===== src/rtl/imem_loader.sv =====
// Boot-time program loader: writes a valid/ready word stream into instruction memory, then
// enables the CPU. Read-back checksum verification is built when IMEM_LOADER_VERIFY_EN is defined.
module imem_loader #(
    parameter int unsigned ADDR_STEP = 4,
    parameter int unsigned MAX_WORDS = 512,
    parameter int unsigned BASE_ADDR = 0
) (
    input  logic        clk,
    input  logic        arst_n,
    input  logic        load_start,
    input  logic        in_valid,
    output logic        in_ready,
    input  logic [31:0] in_data,
    input  logic        in_last,
    output logic [31:0] addr_ext,
    output logic        wen_ext,
    output logic        ren_ext,
    output logic [31:0] wdata_ext,
    input  logic [31:0] rdata_ext,
    output logic        cpu_enable,
    output logic        busy,
    output logic        error,
    output logic [9:0]  word_count
);

    typedef enum logic [2:0] {
        StIdle,
        StLoad,
        StVerify,
        StRun,
        StError
    } state_t;

    localparam logic [9:0] LastIdx = 10'(MAX_WORDS - 1);

    state_t      state;
    logic        reload_pending;
    logic [31:0] checksum;

`ifdef IMEM_LOADER_VERIFY_EN
    logic [9:0]  rd_idx;
    logic        rd_valid;
    logic [31:0] rd_sum;
`else
    logic        unused_rdata;
    assign unused_rdata = ^rdata_ext;
`endif

    function automatic logic [31:0] word_addr(input logic [9:0] idx);
        return BASE_ADDR + 32'(idx) * ADDR_STEP;
    endfunction

    always_ff @(posedge clk or negedge arst_n) begin
        if (!arst_n) begin
            state          <= StIdle;
            reload_pending <= 1'b0;
            checksum       <= '0;
            addr_ext       <= '0;
            wdata_ext      <= '0;
            wen_ext        <= 1'b0;
            ren_ext        <= 1'b0;
            cpu_enable     <= 1'b0;
            in_ready       <= 1'b0;
            busy           <= 1'b0;
            error          <= 1'b0;
            word_count     <= '0;
`ifdef IMEM_LOADER_VERIFY_EN
            rd_idx         <= '0;
            rd_valid       <= 1'b0;
            rd_sum         <= '0;
`endif
        end else begin
            wen_ext <= 1'b0;
            ren_ext <= 1'b0;
`ifdef IMEM_LOADER_VERIFY_EN
            rd_valid <= ren_ext;
`endif
            unique case (state)
                StIdle: begin
                    // A reload requested from RUN/ERROR passes through here for one cycle.
                    if (load_start || reload_pending) begin
                        state          <= StLoad;
                        reload_pending <= 1'b0;
                        in_ready       <= 1'b1;
                        busy           <= 1'b1;
                        error          <= 1'b0;
                        word_count     <= '0;
                        checksum       <= '0;
                        addr_ext       <= BASE_ADDR;
                    end
                end
                StLoad: begin
                    if (in_valid && in_ready) begin
                        wen_ext    <= 1'b1;
                        addr_ext   <= word_addr(word_count);
                        wdata_ext  <= in_data;
                        word_count <= word_count + 10'd1;
                        checksum   <= checksum + in_data;
                        if (in_last) begin
                            in_ready <= 1'b0;
`ifdef IMEM_LOADER_VERIFY_EN
                            state    <= StVerify;
                            rd_idx   <= '0;
                            rd_sum   <= '0;
`else
                            state    <= StRun;
                            busy     <= 1'b0;
`endif
                        end else if (word_count == LastIdx) begin
                            // Capacity reached without end of program: the word is still written.
                            state    <= StError;
                            in_ready <= 1'b0;
                            busy     <= 1'b0;
                            error    <= 1'b1;
                        end
                    end
                end
`ifdef IMEM_LOADER_VERIFY_EN
                StVerify: begin
                    // First cycle carries the final write; reads start on the next one.
                    if (rd_idx != word_count) begin
                        ren_ext  <= 1'b1;
                        addr_ext <= word_addr(rd_idx);
                        rd_idx   <= rd_idx + 10'd1;
                    end
                    if (rd_valid) begin
                        rd_sum <= rd_sum + rdata_ext;
                        if (!ren_ext) begin
                            busy <= 1'b0;
                            if (32'(rd_sum + rdata_ext) == checksum) begin
                                state      <= StRun;
                                cpu_enable <= 1'b1;
                            end else begin
                                state <= StError;
                                error <= 1'b1;
                            end
                        end
                    end
                end
`endif
                StRun: begin
                    if (load_start) begin
                        state          <= StIdle;
                        reload_pending <= 1'b1;
                        cpu_enable     <= 1'b0;
                    end else begin
                        cpu_enable <= 1'b1;
                    end
                end
                StError: begin
                    if (load_start) begin
                        state          <= StIdle;
                        reload_pending <= 1'b1;
                    end
                end
                default: state <= StIdle;
            endcase
        end
    end

endmodule


===== config.mk =====
export PLATFORM = sky130hd
export DESIGN_NAME = imem_loader
export DESIGN_NICKNAME = d
export VERILOG_FILES = /design/src/rtl/imem_loader.sv
export SDC_FILE = /design/constraint.sdc
export NUM_CORES = 1
export LEC_CHECK = 0
export BUFFER_PORTS_ARGS = -buffer_cell sky130_fd_sc_hd__clkbuf_2
export CELL_PAD_IN_SITES_DETAIL_PLACEMENT = 1
export CELL_PAD_IN_SITES_GLOBAL_PLACEMENT = 1
export CORE_AREA = 2 2 84 107
export DETAILED_ROUTE_END_ITERATION = 6
export DIE_AREA = 0 0 86 109
export PLACE_DENSITY = 0.88
export SETUP_SLACK_MARGIN = 0.4
export SYNTH_ARGS = -nofsm -noshare
export SYNTH_HDL_FRONTEND = slang
export SYNTH_SLANG_ARGS = --single-unit

===== constraint.sdc =====
create_clock -name clk -period 2.21 [get_ports clk]
set_input_delay 0.3315 -clock clk [delete_from_list [all_inputs] [get_ports clk]]
set_output_delay 0.3315 -clock clk [all_outputs]
set_load 0.02 [all_outputs]

* After elaboration in Yosys (flattened, before gate mapping) *
Cells that the tools add are included.
Widths: inputs -> output; s select.

operators by class
  add/subtract/negate cells = 1
  equality and inequality tests = 10
  muxes and demuxes = 27
  reductions and logical operators = 12

operators with widths
  kind                   number
  $mux 32                2
  $pmux 32 s2            1
  $mux 10                2
  $pmux 10 s2            1
  $mux 3                 5
  $mux 1                 12
  $add 10x1->10 const B  1
  $eq 10x9->1 const B    1
  $pmux 3 s3             1
  $ne 2x2->1 const B     4
  $reduce_and 4->1       2
  $pmux 1 s2             3
  $reduce_and 3->1       2
  $reduce_and 5->1       1
  $reduce_bool 2->1      2
  $eq 3x1->1 const B     1
  $eq 3x2->1 const B     1
  $eq 3x3->1 const B     1
  $logic_not 3->1        1
  $ne 3x3->1 const B     1
  $ne 2x1->1 const B     1
  $reduce_and 2->1       1
  $reduce_or 2->1        1
  $logic_and 1x1->1      1
  $logic_or 1x1->1       1

storage, ports and cells
  flip-flop bits (word level) = 82
  logic and storage cells = 59

* Longest topological paths before layout *
  word-level depth = 5
  depth in mapped cells = 6
  gate-level depth less buffers = 5

* Least setup slack after synthesis *
OpenSTA, ideal clock, no wires.

  path type = register to register
  start = reg word_count[0]
  end = reg word_count[6]
  setup time = 128 ps
  arrival = 1536 ps
  required time = 2082 ps
  slack = 546 ps
  stages on the path, launching flop included = 6
  buffers on the path = 0
  period minus slack after synthesis = 1664 ps
  cell sequence = dfrtp_1 > ha_1 > nand4_1 > a2111oi_2 > xnor2_1 > nor2_1

on the way
  word-level cells in the longest chain between the ends = 3

RTL lines
  what                    RTL line  source
  from (decl)             23        output logic [9:0] word_count
  from (signal assigned)  97        word_count <= word_count + 10'd1;
  $add 10x1->10           97
  $mux 10                 93        if (in_valid && in_ready) begin
  $pmux 10 s2             78        unique case (state)

Every way passes these cells. The select of a mux whose other input is x is not followed.
A chain may end at the register's enable or synchronous reset.

* Worst setup path after layout *
  start = reg state[0]
  end = reg word_count[8]

on the way
  word-level cells in the longest chain between the ends = 3
  elaborated cells on any way between the ends = 7
  classes of those cells = eq/ne (3); mux (1); reduce/logical (3)

RTL lines
  what                                                                     RTL line  source
  from (decl)                                                              36        state_t state;
  from (signal assigned)                                                   55        state <= StIdle;
  from (signal assigned)                                                   82        state <= StLoad;
  from (signal assigned)                                                   106       state <= StRun;
  $eq 3x1->1 / $logic_not 3->1 (equally long branches)                     78
  $ne 2x2->1 (no source line) / $reduce_bool 2->1 (equally long branches)  -
  $reduce_and 3->1 (no source line)                                        -

Parallel ways exist; a longest one is shown, timed or not.

==> run_results.csv <==
group,metric,value,unit
clock_tree,root_buffer,"clkbuf_8",
route,drt-initial-drc-count,95,
finish,final_nets,384,
die,pin_count,149,
critical_path,start_kind,"flip-flop",
synthesis,synth_compound_area_share,11.4,%
critical_path,path_cells,"o21ba_4, o21ai_4, or4_1, a21oi_1",
critical_path,crit_arrival,1960,ps
sta,tns,0,ps
clock_tree,cts_max_path_buffers,2,
route,vias,2032,
sta,period_needed,1710,ps
clock_tree,ctsHtreeMaxLevel,3,
placed_design,io_buffers,93,
critical_path,reg2reg_from,"state[0]",
route,drc,0,
finish,final_cell_mix,"clkbuf_2 (92), dfrtp_1 (55), mux2_1 (32)",
synthesis,yosys_warnings,0,
sta,finalHoldViolations,0,
global_routing,global_route.usage.met1,16.6,%
synthesis,synthCells,208,
critical_path,critPathMaxFanout,19,
synthesis,synth_top_family_by_area,"multiplexers",
sta,relSlewSlack,55.8,%
critical_path,crit_type,"reg -> reg",
sta,hold-worst-slack,25.5,ps
route,wl_per_cell,15.2,µm
critical_path,worstSetupEndpointType,"flip-flop",
finish,multi_input_area,1050,µm²
die,die_h,109,µm
critical_path,critPathTopFamily,"compound AO/OA/AOI/OAI gates",
clock_tree,clk_pin_slew_worst_paths,70,ps
synthesis,syn-mean-instance-area,13.0,µm²
finish,fill_cells,937,
synthesis,synth_area,2700,µm²
sta,post-route-period-util,77.2,%
die,die_w,86,µm
clock_tree,cts.sinks,60,
global_routing,antenna_found_initial,0,
synthesis,yosys.area.top_type,"dfrtp_1",
outcome,outcome,"finished, final reports clean",
synthesis,ys_seq_elements,60,
critical_path,required,2470,ps
synthesis,async_flop_share,100,%
finish,diodes,0,
placed_design,place_ws,327,ps
clock_tree,cts-hold-fix-buffers,0,
sta,slew_violations,0,
die,coreArea,8420,µm²
synthesis,synth_xor_area_share,0.649,%
critical_path,slowest_stage,"or4_1",
sta,timing.fmax,0.586,GHz
global_routing,grt_max_degree,35,
synthesis,yosys.cell_types.count,43,
synthesis,synthAdderAreaFrac,0.464,%
sta,fin_ws,505,ps
job,cap_violations,0,
power,finalPower,4.91,mW
worst_hold_path,hp-class,"in -> async",
power,pwr_density_cell,1420,nW/µm²
critical_path,worst-path-buf-inv,0,
synthesis,yosys.area_share.simple,8.85,%
power,ir_worst_vdd,0.438,mV
route,drt-vias-per-instance,4.86,
critical_path,slowest_delay,530,ps
placed_design,place_congestion,0.786,
global_routing,gr-total-overflow,0,
synthesis,synth_edf_count,0,
sta,setup_viol,0,
power,p_leak,1.69,nW
route,ant_nets,0,
synthesis,yosys.area.top_type_share,55.6,%
clock_tree,cts_tree,"done",
global_routing,grt_pass1_vias,1926,
clock_tree,cts_buffers,9,
synthesis,synthMuxAreaShare,14.2,%
global_routing,gr-usage-met2,23.0,%
global_routing,top_usage_layer,"met2",
route,first_pass_iters,4,
synthesis,synth_flop_cell,"dfrtp_1",
clock_tree,insertion_delay,330,ps
sta,rsz0062_at_grt,"no",
global_routing,grt_util_all_layers,13.9,%
global_routing,grt_pass1_wl,9.96,mm
critical_path,crit_start,"state[0]",
global_routing,gr-usage-met3,4.69,%
die,start_util,32.1,%
placed_design,detailed_place_hpwl,4.65,mm
route,routed_wl,6.35,mm
sta,tightestPinTransition,663,ps
sta,skew,5.33,ps
critical_path,reg2reg_slack,500,ps
finish,final-seq-area,1510,µm²
die,dieArea,9370,µm²
die,rows,38,
synthesis,synth-seq-area-share,55.6,%
finish,drive_gt1_share,42.8,%
finish,final_common_cell,"clkbuf_2",
finish,area_growth,27.9,%
synthesis,synth_area_leaders,"dfrtp_1 (56%), mux2_1 (13%), buf_4 (7.5%)",
[state kept, by name, indices dropped and copies added, names as in the netlist]
signal,flops
wdata_ext,32
addr_ext,10
word_count,10
state,3
busy,1
cpu_enable,1
error,1
reload_pending,1
wen_ext,1
[cell families after synthesis]
logic type                 count (synthesis)
other                                      1
and+or+nand+nor                           38
adders and majority gates                  1
muxes                                     34
AOI/OAI and AO/OA                         38
buffers and inverters                     34
DFF                                       60
xor gates and xnor gates                   2
[power by group]
group	internal (mW)	total (mW)	switching, mW
sequential	1.54	1.87	0.326
combinational	0.830	2.11	1.28
clock	0.522	0.932	0.410
total	2.90	4.91	2.02
[cell usage after synthesis, types with 2 or more instances]
cell,number
nor2_8,2
dfrtp_1,60
nand3_1,6
or4_1,4
nand4_1,2
nor2_1,5
a21oi_1,4
buf_4,27
mux2_2,2
o31ai_1,3
buf_2,4
o21ai_0,5
o21ai_1,2
a22o_1,11
o22ai_1,2
nand2_1,8
inv_1,3
o2111ai_1,2
mux2_1,32
[path summary, 6_finish.rpt]
check,to,cells past startpoint
min in group clk,wdata_ext[19],2
max in group asynchronous,wdata_ext[18],2
worst max-delay path,word_count[8],4
worst min-delay path,state[1],1
worst min register to register,wdata_ext[0],1
worst max register to register,word_count[8],4
[repair_timing]
action	CTS	global route
resized for setup	3	5
setup endpoints to repair	39	25
pin swaps	1	0
buffers inserted	2	5
[metal layers]
layer | routed length [µm] | vias up
met5 | 0 | -
met4 | 87 | 0
met3 | 447 | 7
met2 | 3150 | 90
met1 | 2660 | 1010
li1 | - | 925
[final cells by class]
class                      instances  share of cell area [%]
clock inverter                     1                   0.145
multi-input combinational        136                    30.6
tap                              100                    3.63
sequential                        60                    43.7
timing repair buffer             104                    16.4
inverter                           3                   0.326
clock buffer                      14                    5.29
[stage by stage]
step                instance area, µm²  instances  utilization [%]
detailed placement                3190        396             37.9
CTS                               3410        413             40.5
global placement                  3190        396             37.9
floorplan                         2780        230                -
global route                      3450        418             41.0
finish                            3450        418             41.0
Note: power is estimated with default switching activity, not from simulation.
